<file path="src/rtl/uart_pkg.sv">
// uart_pkg: shared UART clock rate, divisor field widths and preset baud divisors
package uart_pkg;
  localparam int CLK_HZ = 100_000_000;
  localparam int DEF_OVERSAMPLE = 16;
  localparam int DEF_INT_W = 16;
  localparam int DEF_FRAC_W = 4;
  localparam int DIV_INT_9600 = 651;
  localparam int DIV_FRAC_9600 = 1;
  localparam int DIV_INT_115200 = 54;
  localparam int DIV_FRAC_115200 = 4;
endpackage

</file>
<file path="src/rtl/baud_gen_frac_frac_accum.sv">
// frac_accum: FRAC_W-bit fractional accumulator; ports clk_100MHz/reset_n, clear, step, frac in, carry out
module frac_accum import uart_pkg::*; #(
  parameter int FRAC_W = DEF_FRAC_W
) (
  input  logic              clk_100MHz,
  input  logic              reset_n,
  input  logic              clear,
  input  logic              step,
  input  logic [FRAC_W-1:0] frac,
  output logic              carry
);
  logic [FRAC_W-1:0] acc;
  always_ff @(posedge clk_100MHz or negedge reset_n)
    if (!reset_n) {carry, acc} <= '0;
    else if (clear) {carry, acc} <= '0;
    else if (step) {carry, acc} <= {1'b0, acc} + {1'b0, frac};
endmodule

</file>
<file path="src/rtl/baud_gen_frac.sv">
// baud_gen_frac: fractional baud tick generator; ports clk_100MHz/reset_n, enable, sync_clear, div_int/div_frac/div_load in; div_pending, os_tick, bit_tick, os_phase out
module baud_gen_frac import uart_pkg::*; #(
  parameter int INT_W = DEF_INT_W,
  parameter int FRAC_W = DEF_FRAC_W,
  parameter int OVERSAMPLE = DEF_OVERSAMPLE,
  parameter int DEF_INT = DIV_INT_9600,
  parameter int DEF_FRAC = DIV_FRAC_9600
) (
  input  logic                          clk_100MHz,
  input  logic                          reset_n,
  input  logic                          enable,
  input  logic                          sync_clear,
  input  logic [INT_W-1:0]              div_int,
  input  logic [FRAC_W-1:0]             div_frac,
  input  logic                          div_load,
  output logic                          div_pending,
  output logic                          os_tick,
  output logic                          bit_tick,
  output logic [$clog2(OVERSAMPLE)-1:0] os_phase
);
  localparam int PH_W = $clog2(OVERSAMPLE);
  localparam logic [PH_W-1:0] PH_LAST = PH_W'(OVERSAMPLE - 1);
  logic [INT_W-1:0] counter, act_int, shd_int, load_int;
  logic [FRAC_W-1:0] act_frac, shd_frac;
  logic [INT_W:0] period_m1;
  logic carry_q, apply;
  always_comb begin
    period_m1 = {1'b0, act_int} + {{INT_W{1'b0}}, carry_q} - (INT_W+1)'(1);
    os_tick = enable && !sync_clear && ({1'b0, counter} == period_m1);
    bit_tick = os_tick && (os_phase == PH_LAST);
    apply = div_pending && (os_tick || !enable || sync_clear);
    load_int = div_int < INT_W'(2) ? INT_W'(2) : div_int;
  end
  frac_accum #(.FRAC_W(FRAC_W)) u_accum (
    .clk_100MHz(clk_100MHz),
    .reset_n(reset_n),
    .clear(sync_clear || apply),
    .step(os_tick),
    .frac(act_frac),
    .carry(carry_q)
  );
  always_ff @(posedge clk_100MHz or negedge reset_n)
    if (!reset_n) begin
      counter <= '0;
      os_phase <= '0;
    end else begin
      counter <= (sync_clear || os_tick) ? '0 : enable ? counter + INT_W'(1) : counter;
      os_phase <= sync_clear ? '0 : !os_tick ? os_phase : os_phase == PH_LAST ? '0 : os_phase + PH_W'(1);
    end
  always_ff @(posedge clk_100MHz or negedge reset_n)
    if (!reset_n) begin
      act_int <= INT_W'(DEF_INT);
      act_frac <= FRAC_W'(DEF_FRAC);
      shd_int <= INT_W'(DEF_INT);
      shd_frac <= FRAC_W'(DEF_FRAC);
      div_pending <= 1'b0;
    end else begin
      if (apply) begin
        act_int <= shd_int;
        act_frac <= shd_frac;
      end
      if (div_load) begin
        shd_int <= load_int;
        shd_frac <= div_frac;
      end
      div_pending <= div_load || (div_pending && !apply);
    end
endmodule
</file>
<file path="config.mk">
export PLATFORM = sky130hd
export DESIGN_NAME = baud_gen_frac
export DESIGN_NICKNAME = d
export VERILOG_FILES = /design/src/rtl/uart_pkg.sv /design/src/rtl/baud_gen_frac_frac_accum.sv /design/src/rtl/baud_gen_frac.sv
export SDC_FILE = /design/constraint.sdc
export NUM_CORES = 1
export LEC_CHECK = 0
export ABC_CLOCK_PERIOD_IN_PS = 6250
export CORE_MARGIN = 2
export CORE_UTILIZATION = 64
export DETAILED_ROUTE_END_ITERATION = 6
export HOLD_SLACK_MARGIN = 0.02
export PLACE_DENSITY = 0.95
export REMOVE_ABC_BUFFERS = 1
export SLEW_MARGIN = 20
export SYNTH_ARGS = -nofsm -noshare
export SYNTH_HDL_FRONTEND = slang
export SYNTH_SLANG_ARGS = --single-unit
</file>
<file path="constraint.sdc">
create_clock -name clk_100MHz -period 6.25 [get_ports clk_100MHz]
set_input_delay 1.25 -clock clk_100MHz [delete_from_list [all_inputs] [get_ports clk_100MHz]]
set_output_delay 1.25 -clock clk_100MHz [all_outputs]
set_load 0.01 [all_outputs]
</file>
==> results.md <==
- Cts repair resizes: 0
- Die W: roughly 85 microns
- Met3 wire length: ~950 microns
- Worst-path clk slew: ~0.080 ns
- GP Congestion: roughly 0.96
- Fin Hold WS: a little over 0.5 ns
- Drt total wl: between 10 and 15 mm
- Num CTS Buffers: 9
- Pwr dens: 241 nW/um^2
- Row cnt: 29
- Outcome: finished clean
- Slowest stage delay, CP: between 0.7 and 0.8 ns
- Setup Skew: approximately 0.011 ns
- Layout cell share with drive strength beyond 1: 13.1%
- Mapped Cells: roughly 460
- Synth Cell Area: approximately 4200 sq um
- Post-CTS setup buffers: 0
- Synth Register Bits: 66
- Antenna diodes: 0
- Largest fanout on the critical path: 7
- # Max-Cap Violations: 0
- Root buffer cell: clkbuf_8
- Critical Path AT: ~4.2 ns
- Crit-path slowest cell: nor3b_1
- Multi-input logic area: roughly 2300 sq um
- Final Hold Fails: 0
- Largest net degree at the start of global routing: 67
- Critical path class: flop to primary output
- WP data required: about 5 ns
- Setup WS post-layout: about 0.78 ns
- DRC viols: 0
- Placed cell count: around 540
- Fin nets: slightly above 500
- Detailed placer's ending HPWL: approximately 7 mm
- Placed inst area: 4490 sq um
- Synth-to-layout area growth: 11.9%
- Total GRT Usage: a little under a third
- Initial DRC Count: ~440
- Metal2 WL: 5.08 mm
- Setup_tns: 0 ns
- Final Critical Period: 5.47 ns
- Chip Height: about 85 microns
- Max Freq: between 150 and 200 MHz
- Die area: roughly 7200 sq um
- Post-synthesis sequential area ratio: around 40%
- Mean routed wirelength per cell: approximately 19 microns
- Synth Area per Inst: around 9 sq um
- H-tree depth: 3
- Hold buffers post-CTS: 0
- Clock tree buffer depth: 2
- Crit-path cells: inv_1, ha_1, ha_1, nor3b_1, a31oi_1, o41ai_1, nor2_1, nor4_1, and4_1, clkdlybuf4s50_1
- Sequential cell area: between 1500 and 2000 sq um
- Port bufs: 31
- Final ANT Viol Nets: 0
- Worst skew pair latency: between 0.3 and 0.4 ns
- DP Worst Slack: 1.31 ns
- Final Cell Area: 4700 sq um
- Slew Viols, Final: 0
- Slew @ Worst Pin: roughly 0.90 ns
- Initial antenna violation count: 0
- Total vias in the final route: 3810
- Final Power: 1.13 mW
- Rel. slew slack: 39.8%
- Period utilization: 87.5%
- Hold Crit Class: flop to flop
- Max layer used: met4
- Finished Layout Cells: roughly 550
- Vias in the first global route: approximately 3700
- Wl on met1: around 4.2 mm
- Crit. End Element: primary output
- Post-synthesis async set-or-reset flop share: between 90% and 100%
- Post-synth cell types: between 50 and 60
- Number of synthesis warnings: 0
- Crit path top cell by count: ha_1
- Count of final setup violators: 0
- Initial core utilization: between 60% and 70%
- Final Util: between 70% and 80%
- 1st-pass router iterations: 6
- RSZ-0062 raised after global routing: no
- Core area: 6350 sq um
- First-pass GRT wire length: ~17 mm
- Crit start category: flop
- EDFF count, synth: 0
- Leak Pwr: 1.79 nW
- Clock sinks: 66
- Mean number of vias per cell: between 6 and 7
- Grt total ovfl: 0
- Primary FF master, synth: dfrtp_1
- Boundary Pins: 32
- # fillers: 450
- CTS tree: built
- Worst IR Drop VDD: 199 uV
## final cells by class
class | count | area share, %
tap | 77 | 2.05
inverter | 10 | 0.799
clock buffer | 12 | 3.30
multi-input combinational | 344 | 49.5
sequential | 66 | 35.5
clock inverter | 4 | 1.09
timing repair buffer | 39 | 7.78
## registers in the layout, indices dropped and copies added (netlist names), 4 cells and up
register / flops
shd_frac: 4
act_int: 16
counter: 16
shd_int: 16
act_frac: 4
os_phase: 4
u_accum.acc: 4
## synthesized netlist by cell type, types with 3 or more instances
master      n  area [sq um]
nand3_1    15          75.1
o21ai_0    14          70.1
clkbuf_1   29           109
or4_1       4          30.0
o22ai_1     4          25.0
nor2_1     14          52.6
a21oi_1    12          60.1
buf_2       6          30.0
xnor2_1    18           158
nand4_1     4          25.0
dfstp_2    12           315
o2111ai_1  11          96.3
mux2_2     19           214
dfrtp_1    54          1350
nand2b_1    3          18.8
and3_1      5          31.3
o211ai_1   35           263
or3_1       3          18.8
nor3b_1     6          45.0
nor4_1     10          62.6
nor3_1     26           130
inv_1      10          37.5
xor2_1     15           131
a31oi_1     7          43.8
o311ai_0    5          43.8
nand2_1    65           244
ha_1        8           100
nor2b_1     3          18.8
a311o_1     5          50.1
## worst paths after layout
path | start | endpoint | slack [ns] | cells after the start
hold reg to reg | shd_int[3] | act_int[3] | 0.51 | 2
min in group asynchronous | reset_n | counter[10] | 1.06 | 2
setup reg to reg | u_accum.carry | u_accum.carry | 2.40 | 11
max in group asynchronous | reset_n | u_accum.acc[0] | 4.64 | 2
setup / recovery | u_accum.carry | bit_tick | 0.78 | 10
hold / removal | shd_int[3] | act_int[3] | 0.51 | 2
## worst max-delay path: cells and delay by family (launching register included)
kind            cells  cell delay (ns)
fa+ha+maj           2             0.41
compound gates      2             0.89
buf+inv             2             0.61
simple gates        4             1.56
flops               1             0.39
## cell usage in the layout, fill, tap and decap left out, types with 3 or more instances in the layout
master / Yosys / final
nand2_1: 65 / 65
dfrtp_1: 54 / 54
o211ai_1: 35 / 35
clkdlybuf4s50_1: 0 / 30
nor3_1: 26 / 26
mux2_2: 19 / 19
xnor2_1: 18 / 18
xor2_1: 15 / 15
nand3_1: 15 / 15
nor2_1: 14 / 14
o21ai_0: 14 / 14
a21oi_1: 12 / 12
dfstp_2: 12 / 12
o2111ai_1: 11 / 11
clkbuf_8: 0 / 11
inv_1: 10 / 10
nor4_1: 10 / 10
ha_1: 8 / 8
buf_4: 0 / 8
a31oi_1: 7 / 7
nor3b_1: 6 / 6
and3_1: 5 / 5
o311ai_0: 5 / 5
a311o_1: 5 / 5
nand4_1: 4 / 4
or4_1: 4 / 4
o22ai_1: 4 / 4
nor2b_1: 3 / 3
or3_1: 3 / 3
nand2b_1: 3 / 3
## cell families after synthesis
kind of cell               share of synthesized area (%)
and+or+nand+nor                                     22.4
AOI/OAI and AO/OA                                   18.1
DFF                                                 39.7
buffers and inverters                               4.92
xor gates and xnor gates                            6.88
muxes                                               5.10
adders and majority gates                           2.86
## routing by layer
layer / GRT usage, % / vias to the layer above
met3: 7.59 / 21
li1: - / 1727
met1: 39.1 / 1823
met4: 12.0 / 0
met5: 0 / -
met2: 49.0 / 239
## power by group
group / switching (mW) / total [mW] / internal, mW
registers: 0.0579 / 0.530 / 0.472
logic: 0.127 / 0.229 / 0.102
clock network: 0.168 / 0.374 / 0.206
Power figures use the tool's default switching activity.
